--- config.mk ---
export PLATFORM = sky130hd
export DESIGN_NAME = rbus_read_sel
export DESIGN_NICKNAME = d
export VERILOG_FILES = /design/src/rtl/iaaa_reg_pkg.sv /design/src/rtl/rbus_code_check.sv /design/src/rtl/rbus_read_sel.sv
export SDC_FILE = /design/constraint.sdc
export NUM_CORES = 1
export LEC_CHECK = 0
export ABC_AREA = 1
export BUFFER_PORTS_ARGS = -buffer_cell sky130_fd_sc_hd__clkbuf_2
export CORE_AREA = 4 4 125 127
export DETAILED_ROUTE_END_ITERATION = 10
export DIE_AREA = 0 0 129 131
export SLEW_MARGIN = 15
export SYNTH_ARGS = -nofsm -noshare
export SYNTH_HDL_FRONTEND = slang
export SYNTH_SLANG_ARGS = --single-unit
--- constraint.sdc ---
create_clock -name Clock -period 2.8 [get_ports Clock]
set_input_delay 0.14 -clock Clock [delete_from_list [all_inputs] [get_ports Clock]]
set_output_delay 0.14 -clock Clock [all_outputs]
set_load 0.02 [all_outputs]
--- src/rtl/iaaa_reg_pkg.sv ---
// Shared register-code definitions for the IAAA datapath.
// The register write-enable decoder and the read-side bus selector both use
// these constants, so the two sides always agree on the code map.
package iaaa_reg_pkg;

  // Width of a register code on both the read and write side
  localparam int CODE_W = 5;

  // Number of bus-readable registers (R1..R14, PC, TOTR, MDDR, TR, AR)
  localparam int NUM_REGS = 19;

  // Register codes
  localparam logic [CODE_W-1:0] REG_NONE = 5'd0;
  localparam logic [CODE_W-1:0] REG_R1   = 5'd1;
  localparam logic [CODE_W-1:0] REG_R2   = 5'd2;
  localparam logic [CODE_W-1:0] REG_R3   = 5'd3;
  localparam logic [CODE_W-1:0] REG_R4   = 5'd4;
  localparam logic [CODE_W-1:0] REG_R5   = 5'd5;
  localparam logic [CODE_W-1:0] REG_R6   = 5'd6;
  localparam logic [CODE_W-1:0] REG_R7   = 5'd7;
  localparam logic [CODE_W-1:0] REG_R8   = 5'd8;
  localparam logic [CODE_W-1:0] REG_R9   = 5'd9;
  localparam logic [CODE_W-1:0] REG_R10  = 5'd10;
  localparam logic [CODE_W-1:0] REG_R11  = 5'd11;
  localparam logic [CODE_W-1:0] REG_R12  = 5'd12;
  localparam logic [CODE_W-1:0] REG_R13  = 5'd13;
  localparam logic [CODE_W-1:0] REG_R14  = 5'd14;
  localparam logic [CODE_W-1:0] REG_PC   = 5'd15;
  localparam logic [CODE_W-1:0] REG_TOTR = 5'd16;
  localparam logic [CODE_W-1:0] REG_MDDR = 5'd17;
  localparam logic [CODE_W-1:0] REG_TR   = 5'd18;
  localparam logic [CODE_W-1:0] REG_AR   = 5'd19;
  // Write-side broadcast; never a legal read source
  localparam logic [CODE_W-1:0] REG_ALL  = 5'd31;

  // Read selector sequencing
  typedef enum logic [1:0] {
    IDLE = 2'd0,
    SEL  = 2'd1,
    DONE = 2'd2
  } rbus_state_t;

  // Map a legal code (1..19) to its slice position counted from the LS end
  // of the packed register vector: R1 is the MS slice (18), AR the LS (0).
  function automatic logic [CODE_W-1:0] code_to_slice(input logic [CODE_W-1:0] code);
    return 5'(NUM_REGS) - code;
  endfunction

endpackage

--- src/rtl/rbus_code_check.sv ---
// Combinational legality check for a register read code.
// legal : code selects one of R1..AR (1..19)
// zero  : code 0, a no-op read that drives the bus to zero
// idx   : slice position of the selected register (0 when not legal)
module rbus_code_check (
  input  logic [4:0] code,
  output logic       legal,
  output logic       zero,
  output logic [4:0] idx
);
  import iaaa_reg_pkg::*;

  // Classify the code and compute the slice index for legal codes
  always_comb begin
    legal = (code >= REG_R1) && (code <= REG_AR);
    zero  = (code == REG_NONE);
    idx   = legal ? code_to_slice(code) : '0;
  end

endmodule

--- src/rtl/rbus_read_sel.sv ---
// Register-file read-side bus source selector.
// A request latches a 5-bit register code; one cycle later the selected
// register slice is loaded onto the registered bus output, and the cycle
// after that the result is flagged with Rd_valid (and Rd_err for illegal
// codes). Optional feature macro: RBUS_PARITY_EN adds the Bus_par output.
module rbus_read_sel #(
  parameter int DATA_W   = 16,
  parameter int NUM_REGS = 19
) (
  input  logic                       Clock,
  input  logic                       Reset_n,
  input  logic                       Rd_req,
  input  logic [4:0]                 Rd_code,
  input  logic [NUM_REGS*DATA_W-1:0] Reg_in,
  output logic [DATA_W-1:0]          Bus_out,
  output logic                       Rd_valid,
  output logic                       Rd_err,
  output logic                       Rd_busy
`ifdef RBUS_PARITY_EN
  ,
  output logic                       Bus_par
`endif
);
  import iaaa_reg_pkg::*;

  rbus_state_t       state;
  logic [4:0]        code_q;
  logic              err_q;

  logic              code_legal;
  logic              code_zero;
  logic [4:0]        code_idx;
  logic [DATA_W-1:0] sel_data;

`ifdef RBUS_PARITY_EN
  // Even parity of a bus word: XOR of all bits
  function automatic logic even_par(input logic [DATA_W-1:0] d);
    return ^d;
  endfunction
`endif

  // Classify the latched code; only consulted while in SEL
  rbus_code_check u_code_check (
    .code  (code_q),
    .legal (code_legal),
    .zero  (code_zero),
    .idx   (code_idx)
  );

  // Select the register slice addressed by the latched code
  always_comb begin
    sel_data = '0;
    for (int i = 0; i < NUM_REGS; i++) begin
      if (code_idx == 5'(i)) begin
        sel_data = Reg_in[i*DATA_W +: DATA_W];
      end
    end
  end

  // Read sequencer: IDLE accepts, SEL loads the bus, DONE reports
  always_ff @(posedge Clock or negedge Reset_n) begin
    if (!Reset_n) begin
      state    <= IDLE;
      code_q   <= '0;
      err_q    <= 1'b0;
      Bus_out  <= '0;
      Rd_valid <= 1'b0;
      Rd_err   <= 1'b0;
      Rd_busy  <= 1'b0;
`ifdef RBUS_PARITY_EN
      Bus_par  <= 1'b0;
`endif
    end else begin
      case (state)
        IDLE: begin
          Rd_valid <= 1'b0;
          Rd_err   <= 1'b0;
          if (Rd_req) begin
            code_q  <= Rd_code;
            state   <= SEL;
            Rd_busy <= 1'b1;
          end else begin
            Rd_busy <= 1'b0;
          end
        end

        SEL: begin
          // Reg_in is sampled only here; illegal codes leave the bus alone
          if (code_legal) begin
            Bus_out <= sel_data;
`ifdef RBUS_PARITY_EN
            Bus_par <= even_par(sel_data);
`endif
          end else if (code_zero) begin
            Bus_out <= '0;
`ifdef RBUS_PARITY_EN
            Bus_par <= 1'b0;
`endif
          end else begin
            err_q <= 1'b1;
          end
          // Outputs for DONE are registered here so they track err_q exactly
          Rd_valid <= 1'b1;
          Rd_err   <= !code_legal && !code_zero;
          Rd_busy  <= 1'b1;
          state    <= DONE;
        end

        DONE: begin
          err_q    <= 1'b0;
          Rd_valid <= 1'b0;
          Rd_err   <= 1'b0;
          Rd_busy  <= 1'b0;
          state    <= IDLE;
        end

        default: begin
          err_q    <= 1'b0;
          Rd_valid <= 1'b0;
          Rd_err   <= 1'b0;
          Rd_busy  <= 1'b0;
          state    <= IDLE;
        end
      endcase
    end
  end

endmodule

==> impl_metrics.toml <==
[outcome]
status = "completed"

[drt]
drt_iter0_drc = 465
viasPerCell = 4.70
wirelength_um = 22900
drtAntennaViolNets = 0
vias = 6416
firstDrtPassIters = 5
wire_per_inst_um = 16.8
drc = 0

[power_and_ir_drop]
max-vdd-ir-drop_v = 0.000301
leakagePower_nw = 4.01
p_total_mw = 4.68
p_per_area_nw_per_um2 = 691

[timing]
final.setup.worst_slack_ns = 0.0416
slew_headroom_pct = 50.3
fin_crit_ns = 2.76
setup_tns_ns = 0
hold_viol = 0
slew_viol_final = 0
rsz0062_at_grt = "true"
skew_ns = 0.00697
clock.fmax_mhz = 363
setup_violations = 0
worstMarginPinSlew_ns = 0.745
fin_crit_sh_pct = 98.5

[critical_path]
critPathKind = "register to register"
path_max_fanout = 7
reg2reg_to = "Bus_out[2]"
cp_num_buf_inv = 1
critPathTopFamily = "simple AND/OR/NAND/NOR gates"
worst-r2r-cell-count = 19
critPathCaptureType = "register"
crit_path_cell_trace = "inv_2, ha_4, nand3_4, nand3_4, nand3_4, nand2_4, nor2_4, nand2_1, nand2_1, nor2_1, nand4_1, nor2_2, nand4_1, nor2_1, nand4_1, nor2_2, nand4_1, nand2_1, nand2_1"
regToRegSetupSlack_ns = 0.04
startpoint_type = "register"
r2r_start = "code_q[2]"
critical_path_arrival_ns = 2.91
slowest_stage = "dfrtp_1"
cpPeakStageDelay_ns = 0.39
crit_required_ns = 2.95

[cells_and_area]
area_growth_pct = 65.7
fin_util_pct = 46.9
num-nets-final = 1494
nFillCells = 1657
fin_area_sq_um = 6770
drive_gt1_share_pct = 41.9

[clocking]
cts_tree = "yes"
clk_latency_ns = 0.26
h-tree-depth = 1
clkSinkCount = 26
cts_buffers = 3
cts_buffer_depth = 2
clk_pin_slew_worst_paths_ns = 0.07
cts_root_buf = "clkbuf_16"

[synthesis]
async_flop_share_pct = 100
synthesis.nets = 1118
postSynthRegisterBits = 26
synth_edf_count = 0
synth_area_sq_um = 4090
synthCells = 805
synth_seq_area_share_pct = 15.9
ys.flop_type = "dfrtp_1"
yosys.area.top_type = "nand2_1"
synth.area.top_cells = "nand2_1, dfrtp_1, nand4_1, inv_1, nor2_1"
synth.distinct_cells = 27
synth_top_cell_area_share_pct = 31.7
ys_warn_count = 0
synth_area_per_cell_sq_um = 5.07

[placement]
place_area_sq_um = 6130
dpl.hpwl_um = 18800
pre_cts_ws_ns = -0.289
portBuffers = 330
gp_congestion = 0.961

[floorplanning]
die_area_sq_um = 16900
ios = 331
fp.coreArea_sq_um = 14400
die_h_um = 131
die_w_um = 129
start_util_pct = 28.3
rows = 44

[global_routing]
grt_overflow_total = 0
antenna_found_initial = 1
grt_pass1_vias = 6192
grt_usage_pct = 25.0
grt_start_max_net_pins = 33
grt_pass1_wl_um = 33000

[min_path]
min_path_cells = 3
worst_hold_startpoint = "Rd_code[3]"
hold_class = "primary input to register"
holdPathEnd = "code_q[3]"

[flow_run]
cap_violations = 0
[sequential cells by signal, indices dropped and copies added, names as in the netlist]
signal,cells
Rd_busy,1
Bus_out,16
code_q,5
Rd_err,1
state,2
Rd_valid,1
[cells by family after synthesis]
family | after synthesis | synth area share, %
XOR/XNOR | 1 | 0.214
flip-flops | 26 | 15.9
AND/OR/NAND/NOR | 593 | 64.3
AO/OA/AOI/OAI | 30 | 4.10
buffers and inverters | 154 | 15.2
adder cells (fa/ha/maj) | 1 | 0.306
[worst max-delay path by stage]
stage,startpoint,endpoint,slack [ns],cells past startpoint
after floorplan,code_q[2],Bus_out[3],0.39,18
after global placement,code_q[3],Bus_out[2],-0.24,19
after detailed placement,code_q[3],Bus_out[2],-0.29,19
after CTS,code_q[3],Bus_out[2],-0.007,19
after global routing,code_q[2],Bus_out[2],-0.16,19
final,code_q[2],Bus_out[2],0.04,19
[routing by layer]
layer  GRT usage, %  wire [um]  vias to the layer above
li1               -          -                     3246
met1           32.3       9370                     2827
met2           43.1      11000                      315
met3           4.63       2080                       28
met4           6.30        459                        0
met5              0          0                        -
[stage by stage]
stage          std cells  hold slack, ns
2_1_floorplan        805          -0.156
3_3_place_gp        1326           0.232
3_5_place_dp        1326           0.233
4_1_cts             1349          0.0839
5_1_grt             1365           0.102
6_report            1365          0.0863
[cell type report]
class / count / area (sq um) / area share (%)
well taps: 184 / 230 / 3.40
flip-flops and latches: 26 / 651 / 9.61
clock buffers: 4 / 88.8 / 1.31
repair inverters: 1 / 5.00 / 0.0739
multi-input cells: 629 / 3020 / 44.7
repair buffers: 396 / 2290 / 33.8
diodes: 1 / 2.50 / 0.0370
inverters: 124 / 477 / 7.04
[worst reg2reg max path, cell delays in order, from the launching register on]
cell and delay (ns):
dfrtp_1 0.39, inv_2 0.08, ha_4 0.16, nand3_4 0.09, nand3_4 0.16, nand3_4 0.19, nand2_4 0.15, nor2_4 0.07
nand2_1 0.06, nand2_1 0.05, nor2_1 0.11, nand4_1 0.11, nor2_2 0.17, nand4_1 0.11, nor2_1 0.13, nand4_1 0.15
nor2_2 0.22, nand4_1 0.14, nand2_1 0.08, nand2_1 0.05
[synth_stat cells, types with 3 or more instances]
cell type / instances
nand2_1: 345
inv_1: 119
nor2_1: 85
nand4_1: 73
or2_2: 39
nand3_1: 29
dfrtp_1: 26
o21ai_0: 26
buf_2: 15
clkbuf_1: 10
or2_0: 7
buf_4: 4
inv_2: 4
nand2_2: 4
nand3_2: 3
nor2_2: 3
[cell usage in the layout, fill, tap and decap left out, types with 4 or more instances in the layout]
| cell type | count |
|---|---|
| or2_2 | 39 |
| nand3_1 | 26 |
| nand2_4 | 4 |
| nor2_1 | 75 |
| buf_12 | 7 |
| nand2_1 | 337 |
| or2_0 | 7 |
| inv_1 | 112 |
| buf_4 | 55 |
| nor2_2 | 10 |
| dfrtp_1 | 26 |
| nor2_4 | 4 |
| nand3_4 | 6 |
| inv_2 | 8 |
| clkbuf_2 | 330 |
| nand4_1 | 73 |
| o21ai_0 | 25 |
| nand2_2 | 9 |
[where the power goes]
part	internal (mW)	switching [mW]
Clock	0.219	0.143
Sequential	0.503	0.0910
Combinational	1.54	2.19
[repair_timing]
action | 4_1_cts | 5_1_grt
resized for setup | 31 | 28
hold buffers | 1 | 0
gates cloned | 3 | 4
pin swaps | 14 | 29
setup endpoints to repair | 4 | 16
hold endpoints to repair | 26 | 0
buffers inserted | 15 | 11
No activity file was read; power rests on OpenSTA's default activity.
